### src/rtl/inst_fetch_queue.sv
// Instruction fetch stage: owns the PC, reads a combinational Imem and queues {pc, inst} for decode.
// Optional misaligned-redirect detection and fetch freeze under `FETCH_MISALIGN_CHECK_EN.

`ifndef ADDR_WIDTH
`define ADDR_WIDTH 32
`endif
`ifndef INST_WIDTH
`define INST_WIDTH 32
`endif

module inst_fetch_queue #(
  parameter int unsigned                 ADDR_WIDTH = `ADDR_WIDTH,
  parameter int unsigned                 INST_WIDTH = `INST_WIDTH,
  parameter logic [ADDR_WIDTH-1:0]       RESET_PC   = '0,
  parameter int unsigned                 DEPTH      = 2
) (
  input  logic                  i_clk,
  input  logic                  i_rst,
  output logic [ADDR_WIDTH-1:0] o_imem_addr,
  input  logic [INST_WIDTH-1:0] i_imem_inst,
  input  logic                  i_redirect,
  input  logic [ADDR_WIDTH-1:0] i_redirect_pc,
  output logic                  o_valid,
  input  logic                  i_ready,
  output logic [INST_WIDTH-1:0] o_inst,
  output logic [ADDR_WIDTH-1:0] o_pc,
  output logic [ADDR_WIDTH-1:0] o_pc_plus4
`ifdef FETCH_MISALIGN_CHECK_EN
  ,
  output logic                  o_misaligned
`endif
);

  localparam int unsigned PtrW = (DEPTH > 1) ? $clog2(DEPTH) : 1;
  localparam int unsigned CntW = $clog2(DEPTH + 1);
  localparam logic [CntW-1:0] DepthCnt = CntW'(DEPTH);

  logic [ADDR_WIDTH-1:0] pc_q, pc_d;
  logic [PtrW-1:0]       rd_ptr_q, rd_ptr_d;
  logic [PtrW-1:0]       wr_ptr_q, wr_ptr_d;
  logic [CntW-1:0]       cnt_q, cnt_d;

  logic [ADDR_WIDTH-1:0] pc_mem   [DEPTH];
  logic [INST_WIDTH-1:0] inst_mem [DEPTH];

  logic valid;
  logic pop;
  logic push;
  logic frozen;

`ifdef FETCH_MISALIGN_CHECK_EN
  logic misaligned_q, misaligned_d;

  assign frozen       = misaligned_q;
  assign o_misaligned = misaligned_q;
  // Flag tracks the alignment of the most recent redirect target.
  assign misaligned_d = i_redirect ? (|i_redirect_pc[1:0]) : misaligned_q;

  always_ff @(posedge i_clk) begin
    if (i_rst) begin
      misaligned_q <= 1'b0;
    end else begin
      misaligned_q <= misaligned_d;
    end
  end
`else
  logic unused_redirect_lsbs;

  assign frozen               = 1'b0;
  assign unused_redirect_lsbs = ^i_redirect_pc[1:0];
`endif

  always_comb begin
    valid    = (cnt_q != '0);
    pop      = valid & i_ready;
    push     = !i_redirect & !frozen & ((cnt_q < DepthCnt) | pop);

    pc_d     = pc_q;
    rd_ptr_d = rd_ptr_q;
    wr_ptr_d = wr_ptr_q;
    cnt_d    = cnt_q;

    if (i_redirect) begin
      // A pop in this cycle is still consumed by decode; the flush discards everything else.
      pc_d     = {i_redirect_pc[ADDR_WIDTH-1:2], 2'b00};
      rd_ptr_d = '0;
      wr_ptr_d = '0;
      cnt_d    = '0;
    end else begin
      if (push) begin
        wr_ptr_d = wr_ptr_q + PtrW'(1);
        pc_d     = pc_q + ADDR_WIDTH'(4);
      end
      if (pop) begin
        rd_ptr_d = rd_ptr_q + PtrW'(1);
      end
      cnt_d = cnt_q + CntW'(push) - CntW'(pop);
    end
  end

  always_ff @(posedge i_clk) begin
    if (i_rst) begin
      pc_q     <= RESET_PC;
      rd_ptr_q <= '0;
      wr_ptr_q <= '0;
      cnt_q    <= '0;
    end else begin
      pc_q     <= pc_d;
      rd_ptr_q <= rd_ptr_d;
      wr_ptr_q <= wr_ptr_d;
      cnt_q    <= cnt_d;
    end
  end

  // Storage needs no reset: head outputs are gated to zero while the queue is empty.
  always_ff @(posedge i_clk) begin
    if (push) begin
      pc_mem[wr_ptr_q]   <= pc_q;
      inst_mem[wr_ptr_q] <= i_imem_inst;
    end
  end

  always_comb begin
    o_imem_addr = pc_q;
    o_valid     = valid;
    o_inst      = valid ? inst_mem[rd_ptr_q] : '0;
    o_pc        = valid ? pc_mem[rd_ptr_q] : '0;
    o_pc_plus4  = o_pc + ADDR_WIDTH'(4);
  end

endmodule
### config.mk
export PLATFORM = sky130hd
export DESIGN_NAME = inst_fetch_queue
export DESIGN_NICKNAME = d
export VERILOG_FILES = /design/src/rtl/inst_fetch_queue.sv
export SDC_FILE = /design/constraint.sdc
export NUM_CORES = 1
export LEC_CHECK = 0
export BUFFER_PORTS_ARGS = -buffer_cell sky130_fd_sc_hd__buf_2
export CAP_MARGIN = 10
export CORE_ASPECT_RATIO = 0.5
export CORE_MARGIN = 1
export CORE_UTILIZATION = 30
export CTS_CLUSTER_DIAMETER = 60
export DETAILED_ROUTE_END_ITERATION = 8
export PLACE_DENSITY = 0.56
export REMOVE_ABC_BUFFERS = 1
export SLEW_MARGIN = 30
export SYNTH_ARGS = -nofsm -noshare
export SYNTH_HDL_FRONTEND = slang
export SYNTH_SLANG_ARGS = --single-unit
### constraint.sdc
create_clock -name i_clk -period 17.05 [get_ports i_clk]
set_clock_uncertainty 0.15 [all_clocks]
set_input_delay 1.705 -clock i_clk [delete_from_list [all_inputs] [get_ports i_clk]]
set_output_delay 1.705 -clock i_clk [all_outputs]
set_load 0.05 [all_outputs]
# Word level (Yosys, flattened, before mapping)

Memories as Yosys holds them, arrays and structs flattened. A register that Yosys moved wholly into a read port is not among the register bits.
Index checks and enable logic that the tools add are counted.
Widths: inputs -> output; s select.

Memories kept: 2
Output and inout port bits: 129
Flip-flop bits (word level): 36
Word-level logic and storage cells: 31
Bits in read-only memories: 0
Latch bits: 0
Input port bits: 68
RAM bits: 128

Memories:

| name     | depth | width | rd ports | clocked after memory_dff | write ports | RTL line | text |
|---|---|---|---|---|---|---|---|
| inst_mem | 2     | 32    | 1        | 1                        | 1           | 44       | `logic [INST_WIDTH-1:0] inst_mem [DEPTH];` |
| pc_mem   | 2     | 32    | 1        | 1                        | 1           | 43       | `logic [ADDR_WIDTH-1:0] pc_mem [DEPTH];` |

Divide/modulo/power cells: 0
Multiplexer cells: 10
Equality and inequality tests: 0
Shift-type cells: 0
Add/sub/neg operators: 6
Order comparisons: 1
Reduce and logical (&&, ||, !) cells: 4
$mul: 0
Bitwise gates (word level): 3

Operator list:

| operator              | count |
|---|---|
| $mux 32               | 4 |
| $add 32x3->32 const B | 2 |
| $mux 1                | 6 |
| $reduce_bool 2->1     | 2 |
| $add 1x1->1 const B   | 2 |
| $add 2x1->2           | 1 |
| $and 1x1->1           | 2 |
| $lt 2x2->1 const B    | 1 |
| $reduce_or 2->1       | 1 |
| $sub 2x1->2           | 1 |
| $logic_not 1->1       | 1 |
| $or 1x1->1            | 1 |

# Logic depth before layout (Yosys ltp)

Gate-level depths: netlist of run 1.

Word-level depth: 6
Depth in mapped cells: 10
Mapped depth without buffers: 7

# Least setup slack after synthesis of run 1

OpenSTA, ideal clock, no wires.

Path kind: in2reg
From: input port i_redirect
To: memory inst_mem[0][0] (netlist bit) (enable)
Cell stages on the path: 2
Buffers on the path: 1
Setup time: 558 ps
Arrival time: 6193 ps
Path slack: 10149 ps
Data required time: 16342 ps
Cell sequence: clkbuf_1 nor3_1

Longest elaborated chain between the ends: 4

RTL lines:

| what                         | RTL line | text |
|---|---|---|
| start: declaration           | 21       | `input logic i_redirect,` |
| $logic_not 1->1              | 76       | `push = !i_redirect & !frozen & ((cnt_q < DepthCnt) \| pop);` |
| $and 1x1->1                  | 76       |  |
| $mux 1                       | 117      | `if (push) begin` |
| $mux 1 (not written as such) | 119      | `inst_mem[wr_ptr_q] <= i_imem_inst;` |
| end: declaration             | 44       |  |

Every way passes these cells.

==> results.sh, run 1 <==
export IMPL_run_status="complete, no violations"
export IMPL_clkSlewWorstSetupHoldPaths_ps=70
export IMPL_drv_slew=0
export IMPL_timing_critical_path_buf_inv=2
export IMPL_drt_pass1_iterations=5
export IMPL_synth_compound_area_share=0.04434
export IMPL_wl_per_cell_um=16.22
export IMPL_vdd_drop_max_uv=57.11
export IMPL_htreeDepth=4
export IMPL_grt_setup_unrepaired="false"
export IMPL_fp_dieH_um=113.0
export IMPL_power_leakage_nw=3.520
export IMPL_critical_path_top_delay_cell="sky130_fd_sc_hd__dfxtp_4"
export IMPL_antenna_found_initial=1
export IMPL_yosysTopAreaCell="sky130_fd_sc_hd__edfxtp_1"
export IMPL_number_of_enable_type_register_cells_in_the_synthesized_netlist=124
export IMPL_post_synth_xor_area_fraction=0.06871
export IMPL_maxCapViolCount=0
export IMPL_finalCriticalPeriod_ps=5726
export IMPL_cts_tree="done"
export IMPL_num_io_pins=197
export IMPL_ys_warnings_count=0
export IMPL_vias_per_cell=4.632
export IMPL_buffer_ports_inserted=188
export IMPL_num_rows=40
export IMPL_crit_path_max_fanout=42
export IMPL_worst_endpoint_required_ps=15190
export IMPL_critical_path_class="flop to output port"
export IMPL_cell_area_synth_mm2=0.007393
export IMPL_rr_startpoint="o_imem_addr[4]"
export IMPL_antenna_left=0
export IMPL_synth_area_leaders="sky130_fd_sc_hd__edfxtp_1 50%, sky130_fd_sc_hd__dfxtp_1 9.5%, sky130_fd_sc_hd__mux2i_1 8.4%"
export IMPL_synth_top_cell_area_share=0.5036
export IMPL_cp_data_arrival_time_ps=3870
export IMPL_critical_path_capture_point="o_pc_plus4[25]"
export IMPL_r2r_end="o_imem_addr[29]"
export IMPL_grt_max_degree=74
export IMPL_num_nets_final=847
export IMPL_cts_resized=0
export IMPL_power_frac_clock=0.388
export IMPL_hold_viol=0
export IMPL_n_fill_cell=2351
export IMPL_drt_wl_total_um=18250
export IMPL_post_route_cells_drive_above_1_share=0.3219
export IMPL_post_synth_cell_area_avg_um2=12.40
export IMPL_ys_async_sr_fraction=0
export IMPL_detailed_placement_hpwl_um=12450
export IMPL_tightestPinTransition_ps=907.8
export IMPL_r2r_worst_path_cells=5
export IMPL_yosysUniqueCellTypes=51
export IMPL_fin_worst_hold_slack_ps=377.6
export IMPL_design_die_area_mm2=0.02531
export IMPL_seq_power_share=0.478
export IMPL_area_growth_synth_to_final_pct=24.15
export IMPL_fp_coreArea_mm2=0.02407
export IMPL_timing_setup_tns_ps=0
export IMPL_max_freq_ghz=0.1747
export IMPL_register_bit_count_reported_by_yosys=159
export IMPL_grt_first_pass_wirelength_um=28080
export IMPL_timing_critical_path_to_type="output port"
export IMPL_cts_bufs_inserted=17
export IMPL_vias=5211
export IMPL_yosysSeqAreaShare=0.5984
export IMPL_clock_path_buffers=2
export IMPL_root_buffer="sky130_fd_sc_hd__clkbuf_16"
export IMPL_final_core_util=0.3813
export IMPL_routabilityCongestion=0.7971
export IMPL_slew_headroom=0.3948
export IMPL_timing_critical_path_max_delay_family="buffers and inverters"
export IMPL_cts_hold_buffers=0
export IMPL_post_route_drc_count=0
export IMPL_critical_path_cell_count=7
export IMPL_fin_crit_sh=0.3358
export IMPL_switching_share=0.2894
export IMPL_combinational_family_with_the_most_area_after_synthesis="simple AND/OR/NAND/NOR gates"
export IMPL_worstPathCellList="buf_4 -> mux2i_1 -> a211oi_1 -> nand4_2 -> a2111oi_2 -> xor2_1 -> buf_2"
export IMPL_insertion_delay_ps=420
export IMPL_die_width_um=224.0
export IMPL_finalSetupViolCount=0
export IMPL_pwr_density_cell_mw_per_mm2=103.8
export IMPL_detailedPlace_worstSlack_ps=11690
export IMPL_initial_core_util=0.3071
export IMPL_reg2reg_slack_ps=14490
export IMPL_post_synth_fa_ha_maj_area_fraction=0.005077
export IMPL_final_critical_path_setup_slack_ps=11320
export IMPL_yosys_area_share_simple=0.1657
export IMPL_p_comb_frac=0.134
export IMPL_yosys_mux_area_fraction=0.08394
export IMPL_drt_first_iter_violations=331
export IMPL_cts_sinks=159
export IMPL_internal_pwr_total_mw=0.6768
export IMPL_antenna_cells_inserted=0
export IMPL_post_synth_inst_count=596
export IMPL_critPathMaxStageDelay_ps=740
export IMPL_worst_hold_path_type="flop to flop"
export IMPL_post_cts_setup_buffer_count=0
export IMPL_global_route_overflow_total=0
export IMPL_groute_usage_overall=0.1452
export IMPL_ys_flop_type="sky130_fd_sc_hd__edfxtp_1"
export IMPL_first_global_vias=5104
export IMPL_power_switching_mw=0.2757
export IMPL_crit_path_start_kind="flop"
## layout make-up
cell class,count,area [um2],area share
flip-flops and latches,159,4428,0.4824
clock buffers,17,425.4,0.04635
inverters,7,27.53,0.002999
clock inverters,15,153.9,0.01677
repair buffers,192,970.9,0.1058
well taps,336,420.4,0.04580
multi-input cells,399,2753,0.2999
## power by group through the flow
stage,Combinational (mW),Clock [mW],Sequential (mW)
5_1_grt,0.136,0.397,0.458
3_3_place_gp,0.129,0,0.463
3_5_place_dp,0.129,0,0.464
4_1_cts,0.130,0.380,0.455
2_1_floorplan,0.0751,0,0.478
6_report,0.128,0.369,0.455
## metal layers
metal | global-route usage | vias to the layer above | part of all wire
li1 | - | 2530 | -
met1 | 0.1731 | 2592 | 0.42
met2 | 0.2580 | 74 | 0.53
met3 | 0.03246 | 15 | 0.041
met4 | 0.05251 | 0 | 0.012
met5 | 0 | - | 0
## worst register-to-register path, cell delays in order, from the launching register on
cell                       delay (ps)
sky130_fd_sc_hd__dfxtp_1          510
sky130_fd_sc_hd__nand4_1          340
sky130_fd_sc_hd__nor3_2           670
sky130_fd_sc_hd__nand3_1          200
sky130_fd_sc_hd__or3_1            340
sky130_fd_sc_hd__a311oi_1         260
## logic make-up (layout without fill, tap and decap cells)
kind of cell	count (synthesis)	count (layout)
AND/OR/NAND/NOR	226	226
flip-flops	159	159
multiplexers	62	62
XOR/XNOR	58	58
AO/OA/AOI/OAI	44	44
buffers and inverters	43	231
adder cells (fa/ha/maj)	3	3
other	1	6
## flip-flops by register name, summed over array words and instances (netlist names), named ones only
register	cells
o_imem_addr	30
pc_mem	60
rd_ptr_q	1
cnt_q	2
wr_ptr_q	1
inst_mem	64
## cell usage after synthesis, types with 2 or more instances
library cell and count:
sky130_fd_sc_hd__buf_4 8, sky130_fd_sc_hd__dfxtp_1 35, sky130_fd_sc_hd__o21ai_0 4, sky130_fd_sc_hd__a211oi_2 4, sky130_fd_sc_hd__a211oi_1 22, sky130_fd_sc_hd__nand4_2 2, sky130_fd_sc_hd__and3_1 6, sky130_fd_sc_hd__edfxtp_1 124
sky130_fd_sc_hd__or3_1 2, sky130_fd_sc_hd__ha_1 3, sky130_fd_sc_hd__inv_1 6, sky130_fd_sc_hd__nand2b_1 3, sky130_fd_sc_hd__clkbuf_1 9, sky130_fd_sc_hd__nor2_1 93, sky130_fd_sc_hd__nand3_1 23, sky130_fd_sc_hd__nand4_1 11
sky130_fd_sc_hd__nor3_2 2, sky130_fd_sc_hd__xnor2_1 25, sky130_fd_sc_hd__mux2i_1 62, sky130_fd_sc_hd__o21ai_1 2, sky130_fd_sc_hd__a311oi_1 2, sky130_fd_sc_hd__nor4_2 9, sky130_fd_sc_hd__and4_1 6, sky130_fd_sc_hd__nor3_1 15
sky130_fd_sc_hd__nand3b_1 6, sky130_fd_sc_hd__buf_1 2, sky130_fd_sc_hd__nor4_4 2, sky130_fd_sc_hd__buf_2 13, sky130_fd_sc_hd__nor2_2 2, sky130_fd_sc_hd__xor2_1 33, sky130_fd_sc_hd__a21oi_1 7, sky130_fd_sc_hd__nand2_1 32
sky130_fd_sc_hd__buf_6 3
## worst min path at each step
stage	start	to	slack, ps	cells past startpoint
3_5_place_dp	o_imem_addr[7]	pc_mem[1][7]	370	0
3_3_place_gp	o_imem_addr[31]	pc_mem[0][31]	340	0
5_1_grt	o_imem_addr[23]	pc_mem[0][23]	400	0
4_1_cts	o_imem_addr[7]	pc_mem[1][7]	380	0
6_report	o_imem_addr[31]	pc_mem[0][31]	380	0
2_1_floorplan	rd_ptr_q	flop	370	2
## stage by stage
stage	std cells	power [mW]	cell area, um2
2_1_floorplan	565	0.5533	7192
3_5_place_dp	1093	0.5932	8598
3_3_place_gp	1093	0.5911	8598
6_report	1125	0.9525	9179
4_1_cts	1125	0.9649	9178
5_1_grt	1125	0.9906	9179
## layout by cell type, fill, tap and decap left out, types with 3 or more instances in the layout
cell type and count:
sky130_fd_sc_hd__a21oi_1 7, sky130_fd_sc_hd__nor3_1 14, sky130_fd_sc_hd__nand2b_1 3, sky130_fd_sc_hd__xor2_1 33, sky130_fd_sc_hd__clkinv_4 3, sky130_fd_sc_hd__inv_6 4
sky130_fd_sc_hd__mux2i_1 62, sky130_fd_sc_hd__ha_1 3, sky130_fd_sc_hd__buf_4 4, sky130_fd_sc_hd__nor2_1 93, sky130_fd_sc_hd__o21ai_0 4, sky130_fd_sc_hd__a211oi_1 22
sky130_fd_sc_hd__and3_1 5, sky130_fd_sc_hd__nand3_1 23, sky130_fd_sc_hd__buf_2 188, sky130_fd_sc_hd__a211oi_2 4, sky130_fd_sc_hd__dfxtp_1 34, sky130_fd_sc_hd__clkinvlp_4 4
sky130_fd_sc_hd__conb_1 6, sky130_fd_sc_hd__edfxtp_1 124, sky130_fd_sc_hd__nand4_1 11, sky130_fd_sc_hd__and4_1 6, sky130_fd_sc_hd__nand2_1 32, sky130_fd_sc_hd__nand3b_1 6
sky130_fd_sc_hd__clkbuf_16 17, sky130_fd_sc_hd__inv_1 6, sky130_fd_sc_hd__xnor2_1 25, sky130_fd_sc_hd__nor3_2 3, sky130_fd_sc_hd__nor4_2 9
(Power assumes the default switching activity.)
==> run 2, diff against run 1 <==
clock period = 5.4 ns   (was 17.05 ns; I/O delays follow)
==> results.sh, run 2 (synthesis gave the netlist of run 1 again) <==
export IMPL_finalCriticalPeriod_ps=4223
export IMPL_grt_busiest_layer="met2"
export IMPL_critical_path_cell_count=6
export IMPL_final_critical_path_setup_slack_ps=1177
export IMPL_drv_slew=0
export IMPL_seq_power_share=0.457
export IMPL_power_frac_clock=0.412
export IMPL_initial_core_util=0.3071
export IMPL_insertion_delay_ps=420
export IMPL_power_switching_mw=0.8664
export IMPL_critical_path_capture_point="o_pc_plus4[25]"
export IMPL_buffer_ports_inserted=188
export IMPL_rr_startpoint="o_imem_addr[4]"
export IMPL_timing_critical_path_buf_inv=1
export IMPL_cts_sinks=159
export IMPL_num_rows=40
export IMPL_n_fill_cell=2331
export IMPL_clock_path_buffers=2
export IMPL_groute_layer_met2_usage=0.2596
export IMPL_placedCellCount=1094
export IMPL_drt_pass1_iterations=4
export IMPL_fp_coreArea_mm2=0.02407
export IMPL_worstPathCellList="mux2i_1 -> a211oi_2 -> nand4_1 -> a2111oi_2 -> xor2_1 -> buf_2"
export IMPL_global_route_usage_met3=0.03116
export IMPL_max_freq_ghz=0.2368
export IMPL_max_flop_register="inst_mem"
export IMPL_critical_path_top_delay_cell="sky130_fd_sc_hd__dfxtp_4"
export IMPL_cts_bufs_inserted=17
export IMPL_grt_first_pass_wirelength_um=28370
export IMPL_fin_crit_sh=0.7821
export IMPL_root_buffer="sky130_fd_sc_hd__clkbuf_16"
export IMPL_finalSetupViolCount=0
export IMPL_timing_critical_path_to_type="output port"
export IMPL_groute_usage_overall=0.1463
export IMPL_global_route_overflow_total=0
export IMPL_power_leakage_nw=3.576
export IMPL_cts_hold_buffers=0
export IMPL_switching_share=0.2757
export IMPL_antenna_left=0
export IMPL_global_route_usage_met1=0.1741
export IMPL_max_ffs_per_register=64
export IMPL_clkSlewWorstSetupHoldPaths_ps=70
export IMPL_post_route_cells_drive_above_1_share=0.3232
export IMPL_area_growth_synth_to_final_pct=25.71
export IMPL_run_status="complete, no violations"
export IMPL_die_width_um=224.0
export IMPL_finish_cell_count_without_fillers=1129
export IMPL_post_route_drc_count=0
export IMPL_mostFrequentLayoutCell="sky130_fd_sc_hd__buf_2"
export IMPL_first_global_vias=5143
export IMPL_num_io_pins=197
export IMPL_grt_setup_unrepaired="false"
export IMPL_fp_dieH_um=113.0
export IMPL_antenna_found_initial=2
export IMPL_detailedPlace_worstSlack_ps=1388
export IMPL_power_mw=3.143
export IMPL_drt_first_iter_violations=320
export IMPL_crit_path_start_kind="flop"
export IMPL_vias=5237
export IMPL_pwr_density_cell_mw_per_mm2=338.2
export IMPL_tightestPinTransition_ps=931.8
export IMPL_worst_endpoint_required_ps=4710
export IMPL_reg2reg_slack_ps=2890
export IMPL_critPathMaxStageDelay_ps=770
export IMPL_worst_hold_path_type="primary input to flop"
export IMPL_grt_max_degree=63
export IMPL_p_comb_frac=0.130
export IMPL_crit_path_max_fanout=39
export IMPL_vdd_drop_max_uv=235.0
export IMPL_commonest_cells_after_routing_fill_and_taps_aside="188 x sky130_fd_sc_hd__buf_2, 124 x sky130_fd_sc_hd__edfxtp_1, 93 x sky130_fd_sc_hd__nor2_1"
export IMPL_wl_per_cell_um=16.29
export IMPL_htreeDepth=4
export IMPL_vias_per_cell=4.639
export IMPL_maxCapViolCount=0
export IMPL_cts_tree="done"
export IMPL_hold_viol=0
export IMPL_routabilityCongestion=0.8197
export IMPL_design_die_area_mm2=0.02531
export IMPL_fin_worst_hold_slack_ps=153.3
export IMPL_r2r_worst_path_cells=5
export IMPL_internal_pwr_total_mw=2.277
export IMPL_r2r_end="o_imem_addr[29]"
export IMPL_num_nets_final=850
export IMPL_post_cts_setup_buffer_count=0
export IMPL_slew_headroom=0.3788
export IMPL_cts_resized=0
export IMPL_detailed_placement_hpwl_um=12680
export IMPL_critical_path_class="flop to output port"
export IMPL_drt_wl_total_um=18390
export IMPL_cp_data_arrival_time_ps=3530
export IMPL_timing_critical_path_max_delay_family="compound AO/OA/AOI/OAI gates"
-- run 2: worst min path at each step --
stage                    startpoint               to  cells past startpoint
floorplan                  rd_ptr_q             flop                      2
global placement    o_imem_addr[31]    pc_mem[0][31]                      0
detailed placement  o_imem_addr[31]    pc_mem[1][31]                      0
CTS                 i_imem_inst[15]  inst_mem[0][15]                      1
global route        i_imem_inst[15]  inst_mem[0][15]                      1
finish              i_imem_inst[15]  inst_mem[0][15]                      1
-- run 2: metrics by stage --
stage | setup TNS (ps) | instance area (um2) | utilization
global route | 0 | 9291 | 0.3860
CTS | 0 | 9244 | 0.3840
floorplan | -23290 | 7192 | -
global placement | 0 | 8606 | 0.3575
finish | 0 | 9294 | 0.3861
detailed placement | 0 | 8606 | 0.3575
-- run 2: power groups by stage --
stage,logic [mW],clock network [mW],registers (mW)
2_1_floorplan,0.237,0,1.51
3_3_place_gp,0.405,0,1.46
3_5_place_dp,0.408,0,1.47
4_1_cts,0.409,1.32,1.44
5_1_grt,0.435,1.38,1.45
6_report,0.409,1.30,1.44
-- run 2: layout make-up --
class	instances	area, um2	area share
Clock inverter	14	209.0	0.02248
Multi-Input combinational cell	399	2753	0.2962
Inverter	7	26.28	0.002827
Antenna cell	1	2.502	0.0002693
Clock buffer	18	429.2	0.04618
Sequential cell	159	4428	0.4764
Tap cell	336	420.4	0.04523
Timing Repair Buffer	195	1026	0.1104
-- run 2: metal layers --
layer,up-vias,routed length (um)
met5,-,0
li1,2532,-
met3,21,660
met2,85,9635
met1,2599,7784
met4,0,311
